<file path="config.mk">
export PLATFORM = sky130hd
export DESIGN_NAME = writeback_unit_flat
export DESIGN_NICKNAME = d
export VERILOG_FILES = /design/src/rtl/writeback_unit_if.sv /design/src/rtl/writeback_unit.sv /design/src/flat_wrapper.sv
export SDC_FILE = /design/constraint.sdc
export NUM_CORES = 1
export LEC_CHECK = 0
export BUFFER_PORTS_ARGS = -buffer_cell sky130_fd_sc_hd__buf_2
export CAP_MARGIN = 20
export CORE_ASPECT_RATIO = 1.1
export CORE_MARGIN = 2
export CORE_UTILIZATION = 25
export DETAILED_ROUTE_END_ITERATION = 10
export REMOVE_ABC_BUFFERS = 1
export SLEW_MARGIN = 20
export SYNTH_ARGS = -nofsm -noshare
export SYNTH_HDL_FRONTEND = slang
export SYNTH_SLANG_ARGS = --single-unit
</file>
<file path="constraint.sdc">
create_clock -name clock -period 4.2 [get_ports clock]
set_clock_uncertainty 0.05 [all_clocks]
set_input_delay 0.21 -clock clock [delete_from_list [all_inputs] [get_ports clock]]
set_output_delay 0.21 -clock clock [all_outputs]
set_load 0.05 [all_outputs]
</file>
<file path="src/rtl/writeback_unit_if.sv">
// Write-back channel: retiring-instruction fields in, register-file write port
// and status out. master = upstream pipeline, slave = writeback_unit.
interface writeback_unit_if;
  logic        in_valid;
  logic        in_ready;
  logic [31:0] alu_data;
  logic [31:0] pc;
  logic [4:0]  rt;
  logic [4:0]  rd;
  logic        reg_dest;
  logic        mem_to_reg;
  logic        jal_signal;
  logic        reg_write;
  logic        mem_valid;
  logic [31:0] mem_data;
  logic        flush;
  logic        wr_en;
  logic [4:0]  wr_addr;
  logic [31:0] wr_data;
  logic        busy;
  logic [31:0] retire_count;

  modport master (
    output in_valid, alu_data, pc, rt, rd, reg_dest, mem_to_reg, jal_signal,
           reg_write, mem_valid, mem_data, flush,
    input  in_ready, wr_en, wr_addr, wr_data, busy, retire_count
  );

  modport slave (
    input  in_valid, alu_data, pc, rt, rd, reg_dest, mem_to_reg, jal_signal,
           reg_write, mem_valid, mem_data, flush,
    output in_ready, wr_en, wr_addr, wr_data, busy, retire_count
  );
endinterface

</file>
<file path="src/rtl/writeback_unit.sv">
// Register-file write sequencer: resolves destination/data of a retiring
// instruction, waits for late load data, and issues a one-cycle write.
module writeback_unit (
  input  logic             clock,
  input  logic             reset_n,
  writeback_unit_if.slave  wb
);

  typedef enum logic [1:0] {
    IDLE     = 2'd0,
    WAIT_MEM = 2'd1,
    COMMIT   = 2'd2
  } state_t;

  state_t      state_reg, state_next;
  logic [4:0]  hold_dest_reg, hold_dest_next;
  logic        hold_we_reg, hold_we_next;
  logic        wr_en_reg, wr_en_next;
  logic [4:0]  wr_addr_reg, wr_addr_next;
  logic [31:0] wr_data_reg, wr_data_next;
  logic [31:0] retire_count_reg, retire_count_next;

  logic        accept;
  logic        in_is_load;
  logic [4:0]  in_dest;
  logic [31:0] in_data;

  // jal overrides both the destination select and the data select.
  always_comb begin
    in_dest = wb.jal_signal ? 5'd31 : (wb.reg_dest ? wb.rd : wb.rt);
    in_data = wb.jal_signal ? (wb.pc + 32'd4)
                            : (wb.mem_to_reg ? wb.mem_data : wb.alu_data);
    in_is_load = wb.reg_write & wb.mem_to_reg & ~wb.jal_signal;
    accept = wb.in_valid & (state_reg == IDLE);
  end

  always_comb begin
    state_next        = state_reg;
    hold_dest_next    = hold_dest_reg;
    hold_we_next      = hold_we_reg;
    wr_en_next        = 1'b0;
    wr_addr_next      = wr_addr_reg;
    wr_data_next      = wr_data_reg;
    retire_count_next = retire_count_reg;
    case (state_reg)
      IDLE: begin
        if (accept) begin
          hold_dest_next = in_dest;
          hold_we_next   = wb.reg_write & (in_dest != 5'd0);
          if (in_is_load) begin
            state_next = WAIT_MEM;
          end else begin
            state_next        = COMMIT;
            wr_en_next        = wb.reg_write & (in_dest != 5'd0);
            wr_addr_next      = in_dest;
            wr_data_next      = in_data;
            retire_count_next = retire_count_reg + 32'd1;
          end
        end
      end
      WAIT_MEM: begin
        // Abort beats a simultaneous data return.
        if (wb.flush) begin
          state_next = IDLE;
        end else if (wb.mem_valid) begin
          state_next        = COMMIT;
          wr_en_next        = hold_we_reg;
          wr_addr_next      = hold_dest_reg;
          wr_data_next      = wb.mem_data;
          retire_count_next = retire_count_reg + 32'd1;
        end
      end
      COMMIT: begin
        state_next = IDLE;
      end
      default: begin
        state_next = IDLE;
      end
    endcase
  end

  always_ff @(posedge clock or negedge reset_n) begin
    if (!reset_n) begin
      state_reg        <= IDLE;
      hold_dest_reg    <= 5'd0;
      hold_we_reg      <= 1'b0;
      wr_en_reg        <= 1'b0;
      wr_addr_reg      <= 5'd0;
      wr_data_reg      <= 32'd0;
      retire_count_reg <= 32'd0;
    end else begin
      state_reg        <= state_next;
      hold_dest_reg    <= hold_dest_next;
      hold_we_reg      <= hold_we_next;
      wr_en_reg        <= wr_en_next;
      wr_addr_reg      <= wr_addr_next;
      wr_data_reg      <= wr_data_next;
      retire_count_reg <= retire_count_next;
    end
  end

  assign wb.in_ready     = (state_reg == IDLE);
  assign wb.busy         = (state_reg != IDLE);
  assign wb.wr_en        = wr_en_reg;
  assign wb.wr_addr      = wr_addr_reg;
  assign wb.wr_data      = wr_data_reg;
  assign wb.retire_count = retire_count_reg;

endmodule
</file>
<file path="src/flat_wrapper.sv">
// flat-port wrapper written by rule: the top's interface ports become plain ports
module writeback_unit_flat 
  (clock, reset_n, wb_in_valid, wb_alu_data, wb_pc, wb_rt, wb_rd, wb_reg_dest, wb_mem_to_reg, wb_jal_signal, wb_reg_write, wb_mem_valid, wb_mem_data, wb_flush, wb_in_ready, wb_wr_en, wb_wr_addr, wb_wr_data, wb_busy, wb_retire_count);
  writeback_unit_if wb_i ();
  input  logic clock;
  input  logic reset_n;
  input wire logic [$bits(wb_i.in_valid)-1:0] wb_in_valid;
  input wire logic [$bits(wb_i.alu_data)-1:0] wb_alu_data;
  input wire logic [$bits(wb_i.pc)-1:0] wb_pc;
  input wire logic [$bits(wb_i.rt)-1:0] wb_rt;
  input wire logic [$bits(wb_i.rd)-1:0] wb_rd;
  input wire logic [$bits(wb_i.reg_dest)-1:0] wb_reg_dest;
  input wire logic [$bits(wb_i.mem_to_reg)-1:0] wb_mem_to_reg;
  input wire logic [$bits(wb_i.jal_signal)-1:0] wb_jal_signal;
  input wire logic [$bits(wb_i.reg_write)-1:0] wb_reg_write;
  input wire logic [$bits(wb_i.mem_valid)-1:0] wb_mem_valid;
  input wire logic [$bits(wb_i.mem_data)-1:0] wb_mem_data;
  input wire logic [$bits(wb_i.flush)-1:0] wb_flush;
  output wire logic [$bits(wb_i.in_ready)-1:0] wb_in_ready;
  output wire logic [$bits(wb_i.wr_en)-1:0] wb_wr_en;
  output wire logic [$bits(wb_i.wr_addr)-1:0] wb_wr_addr;
  output wire logic [$bits(wb_i.wr_data)-1:0] wb_wr_data;
  output wire logic [$bits(wb_i.busy)-1:0] wb_busy;
  output wire logic [$bits(wb_i.retire_count)-1:0] wb_retire_count;
  assign wb_i.in_valid = wb_in_valid;
  assign wb_i.alu_data = wb_alu_data;
  assign wb_i.pc = wb_pc;
  assign wb_i.rt = wb_rt;
  assign wb_i.rd = wb_rd;
  assign wb_i.reg_dest = wb_reg_dest;
  assign wb_i.mem_to_reg = wb_mem_to_reg;
  assign wb_i.jal_signal = wb_jal_signal;
  assign wb_i.reg_write = wb_reg_write;
  assign wb_i.mem_valid = wb_mem_valid;
  assign wb_i.mem_data = wb_mem_data;
  assign wb_i.flush = wb_flush;
  assign wb_in_ready = wb_i.in_ready;
  assign wb_wr_en = wb_i.wr_en;
  assign wb_wr_addr = wb_i.wr_addr;
  assign wb_wr_data = wb_i.wr_data;
  assign wb_busy = wb_i.busy;
  assign wb_retire_count = wb_i.retire_count;
  writeback_unit u_core (.clock(clock), .reset_n(reset_n), .wb(wb_i));
endmodule
</file>
==> results by group <==
Timing
  • Final min period: around 2.5 ns
  • Slew at the pin closest to its max-slew limit: approximately 0.90 ns
  • Slew Viols, Final: 0
  • Slew HR: roughly two fifths
  • Post-route setup TNS: 0 ns
  • Fmax: just under 400 MHz
  • RSZ-0062 raised after global routing: no
  • Final hold violations: 0
  • Crit share post-route: about three fifths
  • Final-report setup violation count: 0

Clock network
  • CTS tree: yes
  • Worst-path clk slew: 0.07 ns
  • Max clock buf depth: 2
  • Root buf cell: clkbuf_16
  • CTS buffer count: 9
  • Post-CTS Setup Inserts: 0
  • Post-CTS resize count: 0
  • Worst-Skew Late Latency: 0.34 ns
  • # clock sinks: between 70 and 80
  • H-tree depth: 3
  • CTS Hold Bufs: 0

Place
  • Final estimated routing congestion in global placement: just over 0.8
  • Detail Placement HPWL: about 12,000 microns
  • # port buffers: ~190

Layout
  • Final #Nets: 811
  • Ratio of cells with drive above 1 in the final layout: 31.90%
  • Filler cells: 1,887
  • Area occupied by multi-input gates: roughly 2500 sq um
  • Core Util, Final: approximately a third
  • Synth-to-layout area growth: 32.41%
  • Diodes inserted: 0
  • Register Area: ~2000 sq um

Synthesis
  • FF+latch count, synth: 78
  • Synth area leaders: dfrtp_1, xor2_1, xnor2_1
  • Syn Area/Cell: approximately 8.9 sq um
  • Ys Warns: 0
  • Post-synth EDFFs: 0
  • Most frequent cell after synthesis: dfrtp_1
  • Sequential share of the synthesized area: 42.59%
  • Synth Flop Type: dfrtp_1
  • Mux cell area share after synthesis: roughly 1.6%
  • Most common library cells after synthesis: dfrtp_1, nor2_1, nand2_1, a21oi_1, o21ai_0
  • Compound-Gate Fraction of Synth Area: between 10% and 20%
  • Async SR Flop Fraction: 100.0%
  • Adder-Cell Fraction of Synth Area: less than 1%
  • Top cell type's share of synthesized area: between 40% and 50%
  • Netlist cell types: 53
  • Xor and xnor area share after synthesis: about 11%
  • Synth Cell Area: ~4600 sq um
  • Synth Area in Simple Gates: roughly 24%
  • Post-synth top area cell: dfrtp_1
  • Largest family of logic cells by synthesized area: simple AND/OR/NAND/NOR gates
  • Mapped Cells: about 510

Drt
  • DR WL met3: 1065 microns
  • Final WL: between 15,000 and 20,000 microns
  • Per-cell routed wire length: approximately 16 microns
  • Routed vias: 4,563
  • DRC Markers: 0
  • Met2 wire length: 7227 microns
  • DRT met1 WL: 6643 microns
  • Uppermost routed layer: met4
  • Final ANT Viol Nets: 0
  • TritonRoute pass-1 iters: 4
  • Drt via density: between 4 and 5
  • DR iter-0 viols: 225

GRT
  • Vias in the first global route: approximately 4,400
  • First-pass GRT wire length: 23,760 microns
  • Largest net degree at the start of global routing: 79
  • Initial antenna violation count: 0
  • Total Routing Usage GR: 15.67%
  • GRT Residual Overflow: 0

Die
  • Total core area: ~18,000 sq um
  • Full die area: approximately 20,000 sq um
  • # IOs: 187
  • Die width: roughly 130 microns
  • Starting density of the core: ~26%
  • DIE HEIGHT: 146.0 microns
  • Row count: 51

Critical path
  • Worst Path Arrival: about 2.7 ns
  • Crit Path Class: flip-flop to flip-flop
  • Cell-by-cell trace of the critical path: nor3b_4 > a21oi_4 > clkinv_2 > nand4_4 > or4_4 > xnor2_2
  • CP max FO: 19
  • Crit. End Element: flip-flop
  • Worst Path Buf+Inv: 1
  • Req. time, crit path: between 4 and 5 ns
  • Critical path startpoint category: flip-flop
  • Critical Path Max Stage Delay: between 0.5 and 0.6 ns
  • Crit-path leading delay family: simple AND/OR/NAND/NOR gates
  • Slowest cell on crit path: nor3b_4

Run status
  • Status: finished, final reports clean

Pwr
  • Leak: around 2.8 nW
  • Power Dens Cells: 423.7 nW/um^2
  • Peak supply drop: 0.2048 mV

Job
  • MaxCap Viol Count: 0

Min path
  • Worst min path class: input pin to flip-flop
per-stage QoR:
| stage | cells | cell area, sq um | total power, mW | worst slack, ns | hold slack, ns |
|---|---|---|---|---|---|
| finish | 937 | 6068 | 2.571 | 1.673 | 0.04674 |
| global route | 937 | 6068 | 2.711 | 1.512 | 0.04369 |
| CTS | 936 | 6055 | 2.606 | 1.669 | 0.03072 |
| detailed placement | 920 | 5786 | 1.867 | 1.686 | 0.4015 |
| global placement | 920 | 5786 | 1.862 | 1.703 | 0.4089 |
| floorplan | 489 | 4491 | 1.558 | 1.179 | -0.1356 |
cell families after synthesis:
logic type               after synthesis
AND/OR/NAND/NOR                      210
AO/OA/AOI/OAI                        126
flip-flops                            78
XOR/XNOR                              57
buffers and inverters                 33
multiplexers                           7
adder cells (fa/ha/maj)                2
layout make-up:
| class | count | area share [%] |
|---|---|---|
| clock buffers | 13 | 4.124 |
| clock inverters | 3 | 0.3093 |
| well taps | 238 | 4.907 |
| repair buffers | 194 | 16.47 |
| inverters | 9 | 0.5773 |
| multi-input cells | 402 | 41.44 |
| flip-flops and latches | 78 | 32.16 |
final timing paths:
path | endpoint | start | depth (start not counted) | slack [ns]
max | u_core.wb.retire_count[31] | u_core.state_reg[1] | 6 | 1.67
min | u_core.state_reg[0] | wb_mem_valid | 2 | 0.05
max reg2reg | u_core.wb.retire_count[31] | u_core.state_reg[1] | 6 | 1.67
min reg2reg | u_core.wb.wr_data[2] | u_core.wb.wr_data[2] | 2 | 0.42
max in group asynchronous | u_core.wb.wr_data[0] | reset_n | 2 | 3.16
min in group asynchronous | u_core.wb.retire_count[15] | reset_n | 2 | 0.43
layout by cell type (no fill, tap or decap), types with 7 or more instances in the layout:
cell,n
nor2b_1,7
a21oi_1,33
inv_1,7
a211oi_1,9
nor2_1,58
xor2_1,30
clkbuf_16,9
dfrtp_1,78
nand3_1,27
o22ai_1,17
xnor2_1,26
nor3_1,12
o21ai_0,31
buf_2,185
buf_4,7
nand4_1,16
nand2_1,54
a221oi_1,15
power by group:
group | switching, mW | internal (mW) | leakage [nW]
Clock | 0.309 | 0.417 | 0.134
Sequential | 0.101 | 0.864 | 0.960
Combinational | 0.639 | 0.240 | 1.71
metal layers:
layer  up-vias  track usage (%)
li1       2226                -
met1      2126            20.47
met2       191            25.26
met3        20            3.901
met4         0            5.426
met5         -                0
Note: power is estimated with default switching activity, not from simulation.
